[src/rtl/mux_scanner_if.sv]
// Channel scanner bus: channel data, mode and dwell controls in,
// selected data, channel index and status pulses out.
interface mux_scanner_if #(
  parameter int N_CH    = 4,
  parameter int WIDTH   = 1,
  parameter int DWELL_W = 8
);
  localparam int SEL_W = $clog2(N_CH);

  logic                  ena;
  logic [N_CH*WIDTH-1:0] data_in;
  logic                  mode;
  logic [SEL_W-1:0]      sel;
  logic [DWELL_W-1:0]    dwell;
  logic [WIDTH-1:0]      data_out;
  logic [SEL_W-1:0]      ch_out;
  logic                  ch_step;
  logic                  sel_err;

  modport master (
    output ena, data_in, mode, sel, dwell,
    input  data_out, ch_out, ch_step, sel_err
  );

  modport slave (
    input  ena, data_in, mode, sel, dwell,
    output data_out, ch_out, ch_step, sel_err
  );
endinterface

[src/rtl/mux_scanner.sv]
// Registered N-channel mux with manual select or
// auto-scan that dwells dwell+1 cycles per channel.
module mux_scanner #(
  parameter int N_CH    = 4,
  parameter int WIDTH   = 1,
  parameter int DWELL_W = 8
) (
  input  logic          clk,
  input  logic          rst_n,
  mux_scanner_if.slave  bus
);
  localparam int SEL_W = $clog2(N_CH);
  localparam logic [SEL_W:0]   NCH_V = (SEL_W+1)'(N_CH);
  localparam logic [SEL_W-1:0] LAST  = SEL_W'(N_CH - 1);

  logic [SEL_W-1:0]   cur_ch;
  logic [SEL_W-1:0]   ch_nxt;
  logic [DWELL_W-1:0] count;
  logic [DWELL_W-1:0] cnt_nxt;
  logic               step_nxt;
  logic               err_nxt;
  logic [WIDTH-1:0]   slice;
  logic [WIDTH-1:0]   data_q;
  logic               step_q;
  logic               err_q;

  always_comb begin
    slice = '0;
    for (int k = 0; k < N_CH; k++) begin
      if (cur_ch == SEL_W'(k))
        slice = bus.data_in[k*WIDTH +: WIDTH];
    end
  end

  always_comb begin
    ch_nxt   = cur_ch;
    cnt_nxt  = count;
    step_nxt = 1'b0;
    err_nxt  = 1'b0;
    if (!bus.mode) begin
      cnt_nxt = '0;
      if ({1'b0, bus.sel} < NCH_V)
        ch_nxt = bus.sel;
      else
        err_nxt = 1'b1;
    end else if (count >= bus.dwell) begin
      // >= so a dwell lowered mid-channel advances at once
      cnt_nxt  = '0;
      ch_nxt   = (cur_ch == LAST) ? '0 : cur_ch + SEL_W'(1);
      step_nxt = 1'b1;
    end else begin
      cnt_nxt = count + DWELL_W'(1);
    end
  end

  always_ff @(posedge clk) begin
    if (!rst_n) begin
      cur_ch <= '0;
      count  <= '0;
      data_q <= '0;
      step_q <= 1'b0;
      err_q  <= 1'b0;
    end else if (bus.ena) begin
      cur_ch <= ch_nxt;
      count  <= cnt_nxt;
      data_q <= slice;
      step_q <= step_nxt;
      err_q  <= err_nxt;
    end else begin
      step_q <= 1'b0;
      err_q  <= 1'b0;
    end
  end

  assign bus.data_out = data_q;
  assign bus.ch_out   = cur_ch;
  assign bus.ch_step  = step_q;
  assign bus.sel_err  = err_q;
endmodule

[src/flat_wrapper.sv]
// flat-port wrapper written by rule: the top's interface ports become plain ports
module mux_scanner_flat 
#(
  parameter int N_CH    = 4,
  parameter int WIDTH   = 1,
  parameter int DWELL_W = 8
)
  (clk, rst_n, bus_ena, bus_data_in, bus_mode, bus_sel, bus_dwell, bus_data_out, bus_ch_out, bus_ch_step, bus_sel_err);
  mux_scanner_if #(.N_CH(N_CH), .WIDTH(WIDTH), .DWELL_W(DWELL_W)) bus_i ();
  input  logic clk;
  input  logic rst_n;
  input wire logic [$bits(bus_i.ena)-1:0] bus_ena;
  input wire logic [$bits(bus_i.data_in)-1:0] bus_data_in;
  input wire logic [$bits(bus_i.mode)-1:0] bus_mode;
  input wire logic [$bits(bus_i.sel)-1:0] bus_sel;
  input wire logic [$bits(bus_i.dwell)-1:0] bus_dwell;
  output wire logic [$bits(bus_i.data_out)-1:0] bus_data_out;
  output wire logic [$bits(bus_i.ch_out)-1:0] bus_ch_out;
  output wire logic [$bits(bus_i.ch_step)-1:0] bus_ch_step;
  output wire logic [$bits(bus_i.sel_err)-1:0] bus_sel_err;
  assign bus_i.ena = bus_ena;
  assign bus_i.data_in = bus_data_in;
  assign bus_i.mode = bus_mode;
  assign bus_i.sel = bus_sel;
  assign bus_i.dwell = bus_dwell;
  assign bus_data_out = bus_i.data_out;
  assign bus_ch_out = bus_i.ch_out;
  assign bus_ch_step = bus_i.ch_step;
  assign bus_sel_err = bus_i.sel_err;
  mux_scanner #(.N_CH(N_CH), .WIDTH(WIDTH), .DWELL_W(DWELL_W)) u_core (.clk(clk), .rst_n(rst_n), .bus(bus_i));
endmodule
[config.mk]
export PLATFORM = sky130hd
export DESIGN_NAME = mux_scanner_flat
export DESIGN_NICKNAME = d
export VERILOG_FILES = /design/src/rtl/mux_scanner_if.sv /design/src/rtl/mux_scanner.sv /design/src/flat_wrapper.sv
export SDC_FILE = /design/constraint.sdc
export NUM_CORES = 1
export LEC_CHECK = 0
export ABC_CLOCK_PERIOD_IN_PS = 5600
export CAP_MARGIN = 20
export CORE_MARGIN = 3
export CORE_UTILIZATION = 51
export DETAILED_ROUTE_END_ITERATION = 8
export PLACE_DENSITY_LB_ADDON = 0.25
export SLEW_MARGIN = 10
export SYNTH_ARGS = -nofsm -noshare
export SYNTH_HDL_FRONTEND = slang
export SYNTH_SLANG_ARGS = --single-unit
[constraint.sdc]
create_clock -name clk -period 5.6 [get_ports clk]
set_clock_uncertainty 0.05 [all_clocks]
set_input_delay 0.56 -clock clk [delete_from_list [all_inputs] [get_ports clk]]
set_output_delay 0.56 -clock clk [all_outputs]
set_load 0.005 [all_outputs]
==> flow_results.org, run 1 <==
** Drt
- Across all layers, the routed design uses 768 vias.
- Initial detailed-routing violation count :: 7
- DRC violation count after routing :: 0
- Average via count per standard cell :: 5.45
- The first TritonRoute pass finished after 4 iterations.
- The detail route stage leaves a number of antenna-violating nets equal to 0.
- Wire length after detailed routing :: 1710 µm
- Wire length per cell after detailed routing :: 12.1 µm

** Timing
- For the pin with the worst max-slew slack, the measured transition is 0.573 ns.
- Relative slew slack :: 61.7%
- For this run, the top clock speed supported by timing is 407 MHz.
- Setup repair after global routing left no endpoint under its margin.
- The final count of hold timing violations came to 0.
- In the final timing run, aggregate negative setup slack is 0 ns.
- Crit share post-route :: 43.8%
- Post-layout worst setup margin :: 3.14 ns
- The final number of max-transition violations is 0.
- Setup violations remaining at the end of the flow were counted as 0.
- Fin Hold WS :: 0.482 ns
- Minimum period implied by the final worst setup slack :: 2.46 ns

** Yosys
- The synthesized netlist contains 34 unique library cells.
- Number of warnings printed during yosys synthesis :: 0
- Synthesized cell area :: 876 µm²
- Sequential share of the synthesized area :: 27.4%
- The cell count after synthesis came out at 104.
- Average footprint of a synthesized cell :: 8.42 µm²
- Counting every net in the synthesized netlist gives 135.
- In this run, synthesis produced a sequential element count of 12.

** Setup path
- Reg-to-reg critical path endpoint :: u_core.count[2]
- The startpoint identified for the worst register-to-register timing path is u_core.count[3].
- Critical Path Start Type :: primary input
- Path type of the worst setup path :: primary input to flip-flop
- Cells on worst reg2reg path :: 7
- Internal reg-to-reg setup slack :: 3.56 ns
- Worst-path maximum fanout :: 11
- For the worst setup path, the data required time is 5.76 ns.
- Arr. time, crit path :: 2.62 ns
- Critical Path End Type :: flip-flop

** Run status
- The flow ran to the end, and the final reports show no timing, DRC or antenna violations.

** Pwr
- In this run the power spent charging and discharging nets is 0.0000448 W.
- Cell Int Power :: 0.000135 W
- Sequential cells account for 50.0% of the total power.
- Clock Power Share :: 28.7%
- Combinational logic burns 21.3% of the power.
- For this design the static power due to leakage is 0.502 nW.
- Net switching is 24.9% of the power.
- In this run the power density over the cells is 162 nW/µm².
- Across the VDD grid, the largest voltage drop is 0.139 mV.
- Total power for the finished layout comes to 0.000180 W.

** Global route
- For this run, the total global-route usage over all layers was measured as 18.2%.
- The number of antenna violations at the first check in global routing came to 0.
- Via count of the first global-routing pass :: 722
- Maximum number of pins on one net before global-route repair :: 21
- The first global-routing pass estimated 2880 µm of wire.
- Total congestion overflow :: 0

** Die
- From left edge to right edge, the die measures 47.4 µm.
- In this run the count of I/O pins placed on the die edge is 23.
- Std-Cell Core Area :: 1560 µm²
- Measured along the y axis, the die boundary spans 47.4 µm.
- Once the floorplan was initialized, standard cells occupied 56.2% of the core.
- The floorplan step defined a die boundary enclosing 2250 µm².
- Row generation in the floorplan step produced 14 rows.

** Final layout
- The net count of the finished layout is 158.
- Fraction of final layout cells with drive strength greater than 1 :: 6.40%
- Most common cell after layout, fill and taps aside :: clkdlybuf4s50_1
- 0 antenna diodes ended up in the layout.
- The top cell types in the final layout, fill and taps aside, are 21 x clkdlybuf4s50_1, 13 x inv_1, 13 x ha_1.
- For this run, the share of the core covered by cells in the final layout is 71.2%.
- Area Overhead vs Synth :: 26.7%

** Place
- The count of buffers added on input and output ports is 21.
- Detail Placement HPWL :: 1390 µm
- Weighted congestion at the end of routability-driven global placement :: 0.736
- Post-placement worst setup slack :: 2.89 ns

** Flow run
- Max capacitance violation total :: 0

** Clocking
- No sink is reached through more buffers than the 2 on the longest clock path.
- Post-CTS setup buffer count :: 0
- Num CTS Buffers :: 3
- The tree is rooted in a clkbuf_4.
- The tree built by TritonCTS fans out to 12 sinks.
- Clock tree from TritonCTS :: built
- Hold repair after CTS inserted 0 buffers.
- After clock tree synthesis, the clock-pin slew on the worst setup and hold paths is 0.07 ns.
- In this run the number of H-tree levels came out at 1.
- The clock reaches the later pin of the worst-skew pair after 0.27 ns.
- CTS-repair resized insts :: 0

** Worst hold path
- Worst hold path cell count :: 2
- The worst hold path terminates at u_core.bus.data_out.
- Min-delay src :: u_core.bus.data_out
- Worst hold-check path type :: flip-flop to flip-flop
## how the worst max path moves through the flow
| stage | startpoint | endpoint | slack, ns | cells after the start |
|---|---|---|---|---|
| CTS | bus_dwell[3] | u_core.count[2] | 3.15 | 9 |
| finish | bus_dwell[3] | u_core.count[2] | 3.14 | 9 |
| detailed placement | bus_dwell[3] | u_core.count[2] | 2.89 | 9 |
| global route | bus_dwell[3] | u_core.bus.ch_out[0] | 3.06 | 9 |
| global placement | bus_dwell[3] | u_core.count[2] | 2.99 | 9 |
| floorplan | bus_dwell[3] | u_core.count[4] | 3.51 | 8 |
## sequential cells by signal (all words and copies together), names as in the netlist
signal,flops
u_core.bus.ch_step,1
u_core.bus.data_out,1
u_core.count,8
u_core.bus.ch_out,2
## area by class of cell
class                           instances  area (µm²)
Clock buffer                            3        22.5
Fill cell                             135         449
Inverter                               13        48.8
Multi-Input combinational cell         75         561
Sequential cell                        12         240
Tap cell                               16        20.0
Timing Repair Buffer                   22         218
## kinds of logic after synthesis
logic type / Yosys count / share of synthesized area (%)
XOR/XNOR: 3 / 3.00
other: 1 / 0.428
AO/OA/AOI/OAI: 23 / 16.9
adder cells (fa/ha/maj): 13 / 18.6
flip-flops: 12 / 27.4
multiplexers: 2 / 2.29
AND/OR/NAND/NOR: 33 / 22.9
buffers and inverters: 17 / 8.57
## stage by stage
stage / area (µm²) / std cells
floorplan: 876 / 104
global placement: 1090 / 138
detailed placement: 1090 / 138
CTS: 1110 / 141
global route: 1110 / 141
finish: 1110 / 141
## synth_stat cells, drive strengths merged
cell / count / area share [%]
o311ai: 1 / 1.0
a21oi: 11 / 6.7
a21o: 3 / 2.6
inv: 13 / 5.6
a311oi: 2 / 2.0
nand4: 1 / 0.71
nand3: 5 / 2.9
and3: 4 / 2.9
xor2: 1 / 1.0
o31a: 1 / 1.0
mux2i: 2 / 2.3
clkbuf: 2 / 0.86
dfxtp: 12 / 27
nor3: 2 / 1.1
nand2b: 4 / 2.9
nor2: 2 / 0.86
nand2: 5 / 2.1
ha: 13 / 19
nor3b: 2 / 2.9
o21ai: 2 / 1.1
o21a: 2 / 1.7
nand3b: 1 / 0.86
and3b: 1 / 1.0
buf: 2 / 2.1
o22ai: 1 / 0.71
and2: 1 / 0.71
nor2b: 1 / 0.71
or4: 1 / 0.86
conb: 1 / 0.43
or3b: 1 / 1.0
or3: 2 / 1.4
xnor2: 2 / 2.0
## critical path, stage by stage
cell and delay, ns:
clkdlybuf4s50_1 0.46, inv_1 0.04, ha_1 0.22, or4_1 0.56, a21oi_2 0.15, o311ai_1 0.11, buf_4 0.19, nor3_1 0.18
o31a_1 0.15
## per-layer routing
layer	GRT usage, %	vias to the layer above	wire (µm)
li1	-	404	-
met1	20.4	350	762
met2	32.1	12	857
met3	6.02	2	76
met4	6.08	0	10
met5	0	-	0
## power groups by stage
stage / Clock, W / Combinational (W) / Sequential [W]
after floorplan: 0 / 0.0000197 / 0.0000917
after global placement: 0 / 0.0000374 / 0.0000920
after detailed placement: 0 / 0.0000384 / 0.0000920
after CTS: 0.0000539 / 0.0000387 / 0.0000900
after global routing: 0.0000578 / 0.0000437 / 0.0000904
final: 0.0000516 / 0.0000383 / 0.0000900
(Power assumes the default switching activity.)
==> run 2, diff against run 1 <==
Settings changed: ABC_CLOCK_PERIOD_IN_PS 5600 to 2100, CORE_UTILIZATION 51 to 43.
Clock period 5.6 ns to 2.1 ns, I/O delays scaled along.
==> run 2 against run 1 <==
Net effect: total power rose to 2.7 times the previous value; clock-buffer cell count did not move; via count rose by 0.78%; clock power rose to 2.7 times the previous value; sequential cell count stayed put; hold slack improved by 0.016 ns; design area is 3.6% higher; first-iteration DRC count shrank 14%; setup slack got worse by 3.1 ns; die area grew 16%; core utilization down 8.0 points; non-clock buffer count is 3 higher; critical endpoint unchanged.
==> flow_results.org, run 2 (same netlist as run 1, synthesis figures left out) <==
** Setup path
- Cells on worst reg2reg path :: 7 (unchanged)
- The worst reg2reg path startpoint is u_core.count[4] (was u_core.count[3]).
- WP data required :: 2.27 ns (was 5.76 ns)
- The start-to-end type of the worst setup path is primary input to flip-flop (unchanged).
- Slowest cell delay on critical path :: 0.53 ns (was 0.56 ns)
- Largest delay share family, worst path :: simple AND/OR/NAND/NOR gates (unchanged)
- The maximum fanout encountered on the critical timing path is 11 (unchanged).
- Reg-to-reg critical path endpoint :: u_core.count[2] (unchanged)
- The kind of capture point of the worst setup path is a flip-flop (unchanged).
- Arr. time, crit path :: 2.20 ns (was 2.62 ns)
- The category of the worst setup path launch point is a primary input (unchanged).
- Critical Path, Cell by Cell: clkdlybuf4s50_1, inv_1, ha_1, or4_1, a21oi_2, o311ai_1, buf_4, nor3_1, o31a_1 (unchanged).
- The number of buffer and inverter stages on the critical path is 3 (unchanged).
- Cell type of the slowest stage on the worst timing path :: or4_1 (unchanged)
- The setup slack on the worst flop-to-flop path is 0.15 ns (was 3.56 ns).

** Global route
- Maximum number of pins on one net before global-route repair :: 12 (was 21)
- The number of antenna violations at the first check in global routing came to 0 (unchanged).
- The via count of the first global-routing pass came to 712 (was 722).
- The total global routing track utilization came to 15.5% (was 18.2%).
- The first-pass GRT wire length is 3100 µm (was 2880 µm).
- The leftover overflow at the end of global routing came to 0 (unchanged).

** Timing
- RSZ-0062 raised after global routing :: yes (was no)
- The worst path needs 2.03 ns of the cycle, external delays included.
- The total negative setup slack came to 0 ns (unchanged).
- The count of final setup violators was 0 (unchanged).
- Hold Fails Final Rpt :: 0 (unchanged)
- The final worst-path setup slack was 0.0736 ns (was 3.14 ns).
- Count of pins over their slew limit :: 0 (unchanged)
- Highest Clock Rate :: 493 MHz
- The final hold slack is 0.497 ns (was 0.482 ns).
- Crit share post-route :: 96.5%

** Pwr
- Pwr dens :: 422 nW/µm² (was 162 nW/µm²)
- The maximum ir drop on the vdd rail came to 0.351 mV (was 0.139 mV).
- Leakage power total :: 0.518 nW (was 0.502 nW)

** Die
- Floorplan die width :: 51.1 µm (was 47.4 µm)
- Std-Cell Core Area :: 1820 µm² (was 1560 µm²)
- The vertical extent of the die is 51.1 µm (was 47.4 µm).
- The row count came to 15 (was 14).
- The initial standard-cell utilization of the core came to 48.1% (was 56.2%).
- Die ar. :: 2610 µm² (was 2250 µm²)
- The I/O pin count was 23 (unchanged).

** Worst hold path
- The worst min-delay path startpoint is u_core.bus.data_out (unchanged).
- The path class of the lowest-slack min-delay path is flip-flop to flip-flop (unchanged).
- The end point of the worst hold path was u_core.bus.data_out (unchanged).
- The hold-critical path depth is 2 (unchanged).

** Clocking
- The buffer levels on the longest clock path was 2 (unchanged).
- The clock tree from TritonCTS is built (unchanged).
- The H-tree depth reported by CTS came to 1 (unchanged).
- Clock slew at reported path FFs :: 0.07 ns (about the same)
- The number of sinks driven by the clock tree came to 12 (unchanged).
- Clock latency reported for the late side of the worst-skew pair :: 0.27 ns (about the same)
- # hold bufs at CTS :: 0 (unchanged)
- The TritonCTS buffer count was 3 (unchanged).
- Cell chosen for the clock root :: clkbuf_4 (unchanged)
- The number of buffers inserted to repair setup after CTS is 0 (unchanged).

** Place
- The total placed cells including tap cells is 150 (was 138).
- PortBufs :: 21 (unchanged)
- Detail Placement HPWL :: 1460 µm (was 1390 µm)
- The worst setup slack after placement is -0.222 ns (was 2.89 ns).
- The final weighted congestion in routability-driven placement came to 0.738 (was 0.736).

** Drt
- The residual antenna-violating net count after detailed routing is 0 (unchanged).
- DRC violation count after routing :: 0 (unchanged)
- The total wirelength of the detailed-routed design was 1740 µm (was 1710 µm).
- Initial detailed-routing violation count :: 6 (was 7)
- Routed via count :: 774 (was 768)
- Average via count per standard cell :: 5.06 (was 5.45)
- The detailed-routing iteration count for the pre-antenna-repair pass was 4 (unchanged).
- The mean routed wirelength per cell was 11.4 µm (was 12.1 µm).

** Final layout
- Largest register by flop count :: u_core.count (unchanged)
- Antenna Cells :: 0 (unchanged)
- Most common cell after layout, fill and taps aside :: clkdlybuf4s50_1 (unchanged)
- Number of flip-flops in the largest register :: 8 (unchanged)
- The net total in the final layout came to 161 (was 158).
- The final cell count without fillers was 153 (was 141).
- Filler cells :: 176 (was 135)
- Area Overhead vs Synth :: 31.3% (was 26.7%)
- Commonest cells after routing, fill and taps aside: 21 x clkdlybuf4s50_1, 13 x inv_1, 13 x ha_1 (unchanged).
- Fraction of final layout cells with drive strength greater than 1 :: 9.38% (was 6.40%)

** Flow run
- Max capacitance violation total :: 0 (unchanged)

** Run status
- Status :: completed (unchanged)
-- run 2: worst max path at each step --
stage / startpoint / depth (start not counted) / to / slack (ns)
2_1_floorplan: u_core.count[3] / 7 / u_core.count[4] / 0.27
3_3_place_gp: bus_dwell[3] / 9 / u_core.count[2] / -0.17
3_5_place_dp: bus_dwell[3] / 8 / u_core.bus.ch_out[0] / -0.22
4_1_cts: bus_dwell[3] / 9 / u_core.count[2] / 0.07
5_1_grt: bus_dwell[3] / 9 / u_core.bus.ch_out[0] / -0.03
6_report: bus_dwell[3] / 9 / u_core.count[2] / 0.07
-- run 2: cell type report --
cell class | instances | area [µm²] | share of cell area, %
multi-input combinational | 75 | 567 | 49.3
sequential | 12 | 240 | 20.9
timing repair buffer | 25 | 240 | 20.9
inverter | 13 | 48.8 | 4.24
tap | 25 | 31.3 | 2.72
clock buffer | 3 | 22.5 | 1.96
-- run 2: worst min-delay path, stage by stage (launching register included) --
cell	delay [ns]
dfxtp_1	0.33
o21ai_0	0.07
a21oi_1	0.11
-- run 2: metal layers --
metal | global-route usage, % | vias up | share of wire (%)
met5 | 0 | - | 0
met4 | 5.38 | 0 | 1.7
met3 | 4.37 | 5 | 4.3
met2 | 25.8 | 13 | 48
met1 | 19.0 | 348 | 46
li1 | - | 408 | -
-- run 2: report_power, final --
group	total, W	switching, W	internal (W)
registers	0.000240	0.00000670	0.000233
logic	0.000107	0.0000433	0.0000634
clock network	0.000139	0.0000722	0.0000664
-- run 2: metrics by stage --
step | utilization (%) | power, W | cell area (µm²)
detailed placement | 61.6 | 0.000351 | 1120
floorplan | - | 0.000297 | 876
global route | 63.2 | 0.000514 | 1150
finish | 63.2 | 0.000485 | 1150
CTS | 62.8 | 0.000492 | 1140
global placement | 61.6 | 0.000348 | 1120
-- run 2: what timing repair did --
item,CTS,global route
endpoints found under the hold margin,0,0
gates resized for setup,0,1
endpoints found under the setup margin,0,2
==> run 3, diff against run 2 <==
Settings changed: CTS_CLUSTER_DIAMETER set to 200.
==> results of run 3 <==
No change in the layout: final DEF, timing and power equal those of run 2.
